`src/rtl/input_handshake_pkg.sv`:
```
// Shared definitions for the CPU input-instruction handshake: FSM state
// encoding, default debounce/synchronizer depths and data widths.
package input_handshake_pkg;

    localparam int DEB_CYCLES_DEFAULT  = 50000;
    localparam int SYNC_STAGES_DEFAULT = 2;
    localparam int SW_W                = 10;
    localparam int DATA_W              = 32;

    typedef enum logic [1:0] {
        IDLE  = 2'd0,
        ARM   = 2'd1,
        PRESS = 2'd2,
        DONE  = 2'd3
    } hs_state_t;

    // Zero-extend the switch bank onto the CPU data bus.
    function automatic logic [DATA_W-1:0] zext_sw(input logic [SW_W-1:0] v);
        return {{(DATA_W - SW_W){1'b0}}, v};
    endfunction

endpackage

```
`src/rtl/input_handshake_debounce.sv`:
```
// Synchronizer plus debouncer for an active-low pushbutton. Produces the
// debounced level (1 = released) and a one-cycle pulse on each accepted press.
module debounce
    import input_handshake_pkg::*;
#(
    parameter int DEB_CYCLES  = DEB_CYCLES_DEFAULT,
    parameter int SYNC_STAGES = SYNC_STAGES_DEFAULT
) (
    input  logic clk,
    input  logic srst,
    input  logic raw,
    output logic level,
    output logic fall
);

    // A one-flop synchronizer is never acceptable, so clamp the depth at 2.
    localparam int SYNC_N = (SYNC_STAGES < 2) ? 2 : SYNC_STAGES;
    localparam int CNT_W  = $clog2(DEB_CYCLES + 1);
    localparam logic [CNT_W-1:0] CNT_LAST = CNT_W'(DEB_CYCLES - 1);
    localparam logic [CNT_W-1:0] CNT_MAX  = '1;

    logic [SYNC_N-1:0] sync_reg;
    logic [CNT_W-1:0]  cnt_reg;
    logic              level_reg;
    logic              fall_reg;
    logic              sync_level;

    assign sync_level = sync_reg[SYNC_N-1];
    assign level      = level_reg;
    assign fall       = fall_reg;

    // Shift the raw button through the synchronizer; reset to "released".
    always_ff @(posedge clk) begin
        if (srst) begin
            sync_reg <= '1;
        end else begin
            sync_reg <= {sync_reg[SYNC_N-2:0], raw};
        end
    end

    // Count consecutive samples that disagree with the debounced level; the
    // level flips on the DEB_CYCLES-th one, any agreeing sample restarts.
    always_ff @(posedge clk) begin
        if (srst) begin
            cnt_reg   <= '0;
            level_reg <= 1'b1;
            fall_reg  <= 1'b0;
        end else begin
            fall_reg <= 1'b0;
            if (sync_level != level_reg) begin
                if (cnt_reg >= CNT_LAST) begin
                    level_reg <= sync_level;
                    cnt_reg   <= '0;
                    fall_reg  <= ~sync_level;
                end else if (cnt_reg != CNT_MAX) begin
                    cnt_reg <= cnt_reg + 1'b1;
                end
            end else begin
                cnt_reg <= '0;
            end
        end
    end

endmodule

```
`src/rtl/input_handshake.sv`:
```
// CPU Input-instruction handshake: waits for a fresh debounced press of
// Enter while req is pending, captures the switches and pulses ack.
module input_handshake
    import input_handshake_pkg::*;
#(
    parameter int DEB_CYCLES  = DEB_CYCLES_DEFAULT,
    parameter int SYNC_STAGES = SYNC_STAGES_DEFAULT
) (
    input  logic              CLK,
    input  logic              reset,
    input  logic              req,
    input  logic              Enter,
    input  logic [SW_W-1:0]   sw,
    output logic [DATA_W-1:0] data_out,
    output logic              ack,
    output logic              waiting
);

    hs_state_t         state_reg;
    logic [DATA_W-1:0] data_reg;
    logic              ack_reg;
    logic              waiting_reg;
    logic              need_low_reg;
    logic              deb_level;
    logic              deb_fall;

    debounce #(
        .DEB_CYCLES  (DEB_CYCLES),
        .SYNC_STAGES (SYNC_STAGES)
    ) u_debounce (
        .clk   (CLK),
        .srst  (reset),
        .raw   (Enter),
        .level (deb_level),
        .fall  (deb_fall)
    );

    assign data_out = data_reg;
    assign ack      = ack_reg;
    assign waiting  = waiting_reg;

    // Handshake FSM with registered outputs. need_low_reg blocks re-arming
    // after an ack until req has been seen low for a cycle.
    always_ff @(posedge CLK) begin
        if (reset) begin
            state_reg    <= IDLE;
            data_reg     <= '0;
            ack_reg      <= 1'b0;
            waiting_reg  <= 1'b0;
            need_low_reg <= 1'b0;
        end else begin
            ack_reg <= 1'b0;
            case (state_reg)
                IDLE: begin
                    if (!req) begin
                        need_low_reg <= 1'b0;
                    end else if (!need_low_reg) begin
                        state_reg   <= ARM;
                        waiting_reg <= 1'b1;
                    end
                end
                ARM: begin
                    if (!req) begin
                        state_reg   <= IDLE;
                        waiting_reg <= 1'b0;
                    end else if (deb_level) begin
                        state_reg <= PRESS;
                    end
                end
                PRESS: begin
                    if (!req) begin
                        state_reg   <= IDLE;
                        waiting_reg <= 1'b0;
                    end else if (deb_fall) begin
                        data_reg    <= zext_sw(sw);
                        ack_reg     <= 1'b1;
                        waiting_reg <= 1'b0;
                        state_reg   <= DONE;
                    end
                end
                DONE: begin
                    state_reg    <= IDLE;
                    need_low_reg <= req;
                end
                default: begin
                    state_reg <= IDLE;
                end
            endcase
        end
    end

endmodule

```
`config.mk`:
```
export PLATFORM = sky130hd
export DESIGN_NAME = input_handshake
export DESIGN_NICKNAME = d
export VERILOG_FILES = /design/src/rtl/input_handshake_pkg.sv /design/src/rtl/input_handshake_debounce.sv /design/src/rtl/input_handshake.sv
export SDC_FILE = /design/constraint.sdc
export NUM_CORES = 1
export LEC_CHECK = 0
export CORE_MARGIN = 2
export CORE_UTILIZATION = 52
export CTS_CLUSTER_SIZE = 10
export DETAILED_ROUTE_END_ITERATION = 10
export PLACE_DENSITY = 0.95
export SYNTH_ARGS = -nofsm -noshare
export SYNTH_HDL_FRONTEND = slang
export SYNTH_SLANG_ARGS = --single-unit
```
`constraint.sdc`:
```
create_clock -name CLK -period 5.2 [get_ports CLK]
set_input_delay 0.78 -clock CLK [delete_from_list [all_inputs] [get_ports CLK]]
set_output_delay 0.78 -clock CLK [all_outputs]
set_load 0.02 [all_outputs]
```
==> Yosys cells after proc, flatten, opt, wreduce, memory -nomap -nowiden <==
Cells that the tools add are included.
{ "totals": {"register_bits": 35, "out_inout_bits": 34, "inputBits": 14, "wordCells": 53} }
{ "classes": {"n_eq_ne": 11, "n_addsub": 1, "reduce_logical": 11, "muxes": 15, "bitwise_logic": 5, "n_lt_le_gt_ge": 1} }
{ "ops": {"columns": ["cell", "count"], "rows": [
  ["16-bit by 1-bit adder with 16-bit output (second input constant)", 1],
  ["16-bit greater-or-equal comparator (second input constant)", 1],
  ["16-bit inequality test (second input constant)", 1],
  ["2-bit two-way mux", 6],
  ["3-bit OR reduction", 3],
  ["2-bit inequality test (second input constant)", 4],
  ["2-bit one-hot mux with 4 select lines", 1],
  ["1-bit two-way mux", 6],
  ["3-bit by 2-bit inequality test with 1-bit output (second input constant)", 2],
  ["1-bit NOT", 5],
  ["5-bit AND reduction", 1],
  ["2-bit equality test (second input constant)", 2],
  ["2-bit AND reduction", 2],
  ["4-bit AND reduction", 1],
  ["1-bit one-hot mux with 3 select lines", 1],
  ["3-bit AND reduction", 1],
  ["3-bit nonzero test", 1],
  ["2-bit by 1-bit equality test with 1-bit output (second input constant)", 1],
  ["2-bit logical NOT", 1],
  ["1-bit one-hot mux with 2 select lines", 1],
  ["2-bit nonzero test", 1],
  ["1-bit inequality test", 1]
]} }

==> Depth between registers and ports, before layout <==
Gate-level depths: netlist of run 1.
{ "depth": {"depth_word": 3, "ltp_mapped": 7} }

==> Modules after synthesis <==
From an unflattened synthesis of run 1, not the netlist that was laid out.
{ "unflattened": {"hier_cells": 214, "hier_area_um2": 1834.3} }
{ "by_module_without_submodules": {"columns": ["mod", "cells_per_inst", "area_per_inst_um2", "n_inst"], "rows": [
  ["debounce", 111, 984.7, 1],
  ["input_handshake", 103, 849.6, 1]
]} }

==> Least setup slack after synthesis of run 1 <==
No wires, ideal clock.
{ "synth_timing": {"path_type": "flip-flop to flip-flop", "from": "register u_debounce.cnt_reg[0]", "to": "register u_debounce.cnt_reg[13]", "t_arrival_ps": 1693, "path_stages_with_launch": 7, "path_buffers": 1, "t_required_ps": 5127, "slack_ps": 3434, "cell_sequence": "dfxtp_1 ha_1 nand3_2 or4_1 clkbuf_2 and3_1 nor3_2"} }
{ "synth_between": {"elab_chain_cells": 2, "word_cells_on_any_way": 4, "cone_classes": "add/sub (1); order compare (1); eq/ne (1); reduce/logical (1)"} }
{ "synth_lines": {"columns": ["element", "line_no", "rtl"], "rows": [
  ["from (decl)", "input_handshake_debounce.sv:23", "logic [CNT_W-1:0] cnt_reg;"],
  ["from (signal assigned)", "input_handshake_debounce.sv:56", "cnt_reg <= cnt_reg + 1'b1;"],
  ["16-bit greater-or-equal comparator", "input_handshake_debounce.sv:51", "if (cnt_reg >= CNT_LAST) begin"],
  ["3-bit OR reduction (no line)", null, null]
]} }
Several ways; a longest one is shown, not always the timed one.
A chain may end at the register's enable or synchronous reset.

==> Worst setup path in the final report of run 1 <==
{ "layout_timing": {"from": "input reset", "to": "register u_debounce.cnt_reg[12]"} }
{ "layout_between": {"elab_chain_cells": 1} }
{ "layout_lines": {"columns": ["element", "line_no", "rtl"], "rows": [
  ["from (decl)", "input_handshake.sv:10", "input logic reset,"],
  ["3-bit OR reduction (no line)", null, null]
]} }
Every way passes these cells.

==> summary.txt, run 1 <==
Outcome
  – Status: completed

Power
  – PwrDens: 232.2 mW/mm2
  – Comb power frac: 0.107
  – Sequential fraction of design power: 0.583
  – Worst VDD drop: 0.1325 mV
  – Leakage: 0.7209 nW
  – Internal power consumption: 0.3428 mW
  – NetSw: 0.1272 mW
  – Total design power: 0.4701 mW
  – Clock power frac: 0.310
  – Net Sw Frac: 0.2706

Timing
  – RSZ-0062 raised after global routing: false
  – Worst setup margin: 2.773 ns
  – Final Setup Violations: 0
  – Max Transition Viols Final: 0
  – Slew @ Worst Pin: 0.7451 ns
  – Setup TNS: 0 ns
  – Clock Skews: 0.006797 ns
  – Relative slew slack: 0.5033
  – Crit share post-route: 0.4667
  – Fmax: 412.1 MHz
  – Fin crit period: 2.427 ns
  – Final Hold Viols: 0
  – WHS: 0.4251 ns

Yosys
  – Leading post-synthesis cells by cell area: dfxtp_1 (39%), buf_4 (9.2%), nand2_1 (5.2%), ha_1 (4.2%), nor2_1 (4.2%)
  – Synth top area share: 0.3894
  – Cell count after synthesis: 211
  – Ys flop type: dfxtp_1
  – Post-synthesis cell type count: 41
  – Syn Area/Cell: 8.527 um2
  – Synthesized cell area: 0.001799 mm2
  – Yosys top cell by area: dfxtp_1
  – Part of the Yosys area used for sequential elements: 0.3894
  – Yosys warns: 0
  – Post-synth EDFFs: 0
  – Flops & latches, synth: 35
  – Fraction of registers with async set/reset: 0

Detailed routing
  – DR top layer: met4
  – Total length of routed met3 wires: 175 um
  – Post-DR wirelength/cell: 12.09 um
  – Met1 wire length: 1440 um
  – Vias: 1470
  – WL final: 3397 um
  – Via density: 5.231
  – DR iter-0 viols: 82
  – DRC: 0
  – Final antenna-violating net count: 0
  – WL met2: 1724 um
  – Drt first pass iters: 4

Place
  – Dpl hpwl: 2483 um
  – Dpl ws: 2.369 ns
  – DP Area: 0.001971 mm2
  – Placed cells: 273
  – Input/output buffers: 25
  – Routability Congestion: 0.8409

Clocking
  – Root buffer cell: clkbuf_4
  – Clock sinks: 35
  – Clock Latency Late Sink: 0.34 ns
  – TritonCTS clock tree: done
  – Clock buffer count from CTS: 5
  – Post-CTS Setup Inserts: 0
  – Max H-tree Level: 2
  – Hold Buf Count CTS: 0
  – Worst-path clk slew: 0.11 ns
  – Clk buf depth: 2
  – Cts repair resizes: 0

Floorplan
  – DIE AREA: 0.003946 mm2
  – Die height: 62.82 um
  – Core ar.: 0.003337 mm2
  – IO Count: 48
  – Site row count: 21
  – Initial core utilization: 0.5392
  – Die width: 62.82 um

GRT
  – First-pass GRT wire length: 5775 um
  – Gr ovfl total: 0
  – Vias in the first global route: 1366
  – Initial antenna violation count: 0
  – Total track usage: 0.1831
  – Largest net degree at the start of global routing: 21

Final layout
  – Share of cells above drive strength 1: 0.08936
  – Commonest non-fill, non-tap cell in the layout: dfxtp_1
  – Final Util: 0.6067
  – Most frequent cells in the layout: dfxtp_1 (35), nand2_1 (25), clkdlybuf4s50_1 (25), conb_1 (22), nor2_1 (20)
  – Finished Layout Cells: 281
  – Antenna cells: 0
  – Area delta synth->final: 12.52%
  – Nets: 254
  – Largest register FFs: 16
  – Final Cell Area: 0.002024 mm2

Flow run
  – Max-cap violations: 0

Critical path
  – CP max FO: 20
  – CP arrival: 2.68 ns
  – Startpoint class of the critical path: input port
  – Worst setup EP type: register
  – Crit path kind: in2reg
  – CP Data Required Time: 5.46 ns

Hold path
  – Hold Crit Class: reg2reg
[final timing paths]
kind	start	endpoint	slack, ns	cells past startpoint
max	reset	u_debounce.cnt_reg[12]	2.77	4
min	u_debounce.sync_reg[0]	u_debounce.sync_reg[1]	0.43	1
max reg2reg	u_debounce.cnt_reg[10]	u_debounce.cnt_reg[12]	3.10	4
min reg2reg	u_debounce.sync_reg[0]	u_debounce.sync_reg[1]	0.43	1
[Yosys cell counts, types with 4 or more instances]
library cell and number:
inv_1 6, o21ai_0 8, nor2_1 20, mux2i_1 4, buf_4 22, dfxtp_1 35
ha_1 6, a21oi_2 4, nand3_1 7, nand2_1 25, clkbuf_1 5, or3_1 4
and3_1 5, a21oi_1 14
[per-layer routing]
layer	vias up	global-route usage
met1	682	0.2000
li1	741	-
met2	42	0.3212
met5	-	0
met4	0	0.09167
met3	5	0.05405
[power by group through the flow]
stage,combinational [mW],sequential [mW],clock (mW)
4_1_cts,0.0501,0.274,0.150
3_3_place_gp,0.0490,0.280,0
6_report,0.0503,0.274,0.146
5_1_grt,0.0553,0.275,0.164
3_5_place_dp,0.0499,0.280,0
2_1_floorplan,0.0466,0.281,0
[final cells by class]
type,count,area [um2]
fill,303,1313
clock buffer,6,41.29
multi-input combinational,161,939.7
sequential,35,700.7
clock inverter,2,12.51
tap,46,57.56
timing repair buffer,25,250.2
inverter,6,22.52
[worst max-delay path, cell delays in order]
cell             delay, ns
clkdlybuf4s50_1       0.74
a311oi_1              0.36
nand2b_1              0.45
nor3b_1               0.35
[kinds of logic after synthesis]
group | after synthesis | share of synthesized area
adder cells (fa/ha/maj) | 6 | 0.04172
XOR/XNOR | 2 | 0.009738
flip-flops | 35 | 0.3894
AO/OA/AOI/OAI | 39 | 0.1433
multiplexers | 4 | 0.02225
AND/OR/NAND/NOR | 88 | 0.2594
other | 1 | 0.002084
buffers and inverters | 36 | 0.1321
No activity file was read; power rests on OpenSTA's default activity.
==> run 2, diff against run 1 <==
--- a/config.mk
+++ b/config.mk
@@ -6,10 +6,10 @@
 export NUM_CORES = 1
 export LEC_CHECK = 0
 export CORE_MARGIN = 2
-export CORE_UTILIZATION = 52
+export CORE_UTILIZATION = 43
 export CTS_CLUSTER_SIZE = 10
 export DETAILED_ROUTE_END_ITERATION = 10
-export PLACE_DENSITY = 0.95
+export PLACE_DENSITY = 0.86
 export SYNTH_ARGS = -nofsm -noshare
 export SYNTH_HDL_FRONTEND = slang
 export SYNTH_SLANG_ARGS = --single-unit
==> constraint.sdc (replaced) <==
create_clock -name CLK -period 2 [get_ports CLK]
set_input_delay 0.3 -clock CLK [delete_from_list [all_inputs] [get_ports CLK]]
set_output_delay 0.3 -clock CLK [all_outputs]
set_load 0.02 [all_outputs]
==> run 2 against run 1 <==
Setup slack got worse by 2.6 ns. First-iteration DRC count increased by 32%. Clock power increased to 3.5 times the previous value. Final cell count increased by 2.8%. Power increased to 2.9 times the previous value. Wire length increased by 3.3%. Global-route usage decreased by 3.0 points. Count of clock-buffer cells in the layout decreased by 1. Critical path depth increased by 1. Flip-flop and latch count unchanged.
==> summary.txt, run 2 (synthesized netlist as in run 1, its figures left out) <==
Critical path
  – Startpoint class of the critical path: register
  – Top Family by Delay on Critical Path: simple AND/OR/NAND/NOR gates
  – Slowest CP cell: or4_4
  – Crit path buf inv count: 0 (-1)
  – Crit path kind: reg2reg
  – CP peak stage delay: 0.63 ns (-0.11 ns)
  – CP Data Required Time: 2.22 ns (-3.24 ns)
  – Worst setup EP type: register
  – CP arrival: 2.09 ns (-0.59 ns)
  – CP max FO: 7 (-65%)
  – Crit path cell chain: ha_1 -> nand3_2 -> or4_4 -> and3_1 -> nor3_2

Detailed routing
  – Drt first pass iters: 6 (+2)
  – Post-DR wirelength/cell: 12.15 um (+0.47%)
  – DR iter-0 viols: 108 (+32%)
  – Final antenna-violating net count: 0 (unchanged)
  – Vias: 1492 (+1.5%)
  – WL final: 3510 um (+3.3%)
  – Via density: 5.163 (-1.3%)
  – DRC: 0 (unchanged)

Final layout
  – Final Cell Area: 0.002098 mm2 (+3.6%)
  – Commonest non-fill, non-tap cell in the layout: dfxtp_1
  – Area delta synth->final: 16.62%
  – Most frequent cells in the layout: dfxtp_1 (35), nand2_1 (25), clkdlybuf4s50_1 (25), conb_1 (22), nor2_1 (20)
  – Largest register FFs: 16 (unchanged)
  – Antenna cells: 0 (unchanged)
  – Fillers: 378 (+25%)
  – Nets: 258 (+1.6%)
  – Share of cells above drive strength 1: 0.1130 (+0.02361)

Place
  – Routability Congestion: 0.8361 (-0.57%)
  – Dpl ws: 0.08833 ns (-2.280 ns)
  – DP Area: 0.002006 mm2 (+1.8%)
  – Dpl hpwl: 2474 um (-0.36%)
  – Input/output buffers: 25 (unchanged)

Clocking
  – Worst-path clk slew: 0.07 ns (-0.04 ns)
  – TritonCTS clock tree: done
  – Clock sinks: 35 (unchanged)
  – Root buffer cell: clkbuf_8
  – Clk buf depth: 2 (unchanged)
  – Max H-tree Level: 2 (unchanged)
  – Clock buffer count from CTS: 5 (unchanged)
  – Clock Latency Late Sink: 0.29 ns (-0.05 ns)
  – Hold Buf Count CTS: 0 (unchanged)

Outcome
  – Status: completed

Floorplan
  – DIE AREA: 0.004718 mm2 (+20%)
  – Die height: 68.69 um (+9.3%)
  – Core ar.: 0.004000 mm2 (+20%)
  – Die width: 68.69 um (+9.3%)
  – Initial core utilization: 0.4498 (-0.08939)
  – IO Count: 48 (unchanged)
  – Site row count: 23 (+9.5%)

GRT
  – Vias in the first global route: 1313 (-3.9%)
  – Largest net degree at the start of global routing: 20 (-4.8%)
  – Total track usage: 0.1529 (-0.03021)
  – Gr ovfl total: 0 (unchanged)
  – Initial antenna violation count: 0 (unchanged)
  – First-pass GRT wire length: 5444 um (-5.7%)

Flow run
  – Max-cap violations: 0 (unchanged)

Power
  – Leakage: 0.7518 nW (+4.3%)
  – PwrDens: 647.7 mW/mm2 (+180%)
  – Worst VDD drop: 0.3801 mV (+190%)

Timing
  – Worst setup margin: 0.1258 ns (-2.647 ns)
  – Final Setup Violations: 0 (unchanged)
  – Crit share post-route: 0.9371
  – Clock Skews: 0.004109 ns (-0.002689 ns)
  – RSZ-0062 raised after global routing: false
  – Max Transition Viols Final: 0 (unchanged)
  – Final Hold Viols: 0 (unchanged)
  – Fin crit period: 1.874 ns
  – Setup TNS: 0 ns (unchanged)
  – Fmax: 533.6 MHz

Hold path
  – Hold Crit Class: reg2reg
[run 2: cell count changes in the layout (fill, tap and decap cells not counted), sizes merged]
cell / before / now
clkbuf: 6 / 5
buf: 0 / 4
clkinvlp: 1 / 2
[run 2: layout make-up]
type | count | area, um2 | area share
clock buffers | 5 | 68.82 | 0.03280
clock inverters | 3 | 20.02 | 0.009541
inverters | 6 | 22.52 | 0.01073
multi-input cells | 161 | 943.4 | 0.4496
flip-flops and latches | 35 | 700.7 | 0.3339
well taps | 50 | 62.56 | 0.02982
repair buffers | 29 | 280.3 | 0.1336
[run 2: worst register-to-register path: cells and delay by family, from the launching register on]
family	cells	cell delay (ns)
fa+ha+maj	1	0.26
flops	1	0.41
simple gates	4	1.15
[run 2: what timing repair did]
action / 4_1_cts / 5_1_grt
setup endpoints to repair: 0 / 3
resized for setup: 0 / 1
hold endpoints to repair: 0 / 0
setup buffers: 0 / 0
[run 2: through the flow]
step	hold slack (ns)	std cells	util	power, mW
final	0.4282	289	0.5246	1.359
after global routing	0.4712	289	0.5246	1.417
after CTS	0.4366	289	0.5236	1.370
after detailed placement	0.4150	281	0.5014	0.8608
after global placement	0.3947	281	0.5014	0.8586
after floorplan	0.3895	232	-	0.8519
[run 2: routing by layer]
layer | vias to the layer above | global-route usage | routed length [um]
met1 | 696 | 0.1628 | 1475
met4 | 0 | 0.06250 | 48
met5 | - | 0 | 0
li1 | 745 | - | -
met3 | 7 | 0.04545 | 218
met2 | 44 | 0.2788 | 1768
[run 2: path summary, 6_finish.rpt]
check	depth (start not counted)	startpoint	slack, ns	endpoint
worst max-delay path	5	u_debounce.cnt_reg[0]	0.13	u_debounce.cnt_reg[13]
worst min register to register	1	u_debounce.sync_reg[0]	0.43	u_debounce.sync_reg[1]
worst min-delay path	1	u_debounce.sync_reg[0]	0.43	u_debounce.sync_reg[1]
worst max register to register	5	u_debounce.cnt_reg[0]	0.13	u_debounce.cnt_reg[13]
[run 2: power breakdown]
group          switching [mW]  internal, mW  leakage, nW
clock                   0.270         0.242       0.0402
combinational          0.0823        0.0521        0.429
sequential            0.00716         0.705        0.283
total                   0.359          1.00        0.752
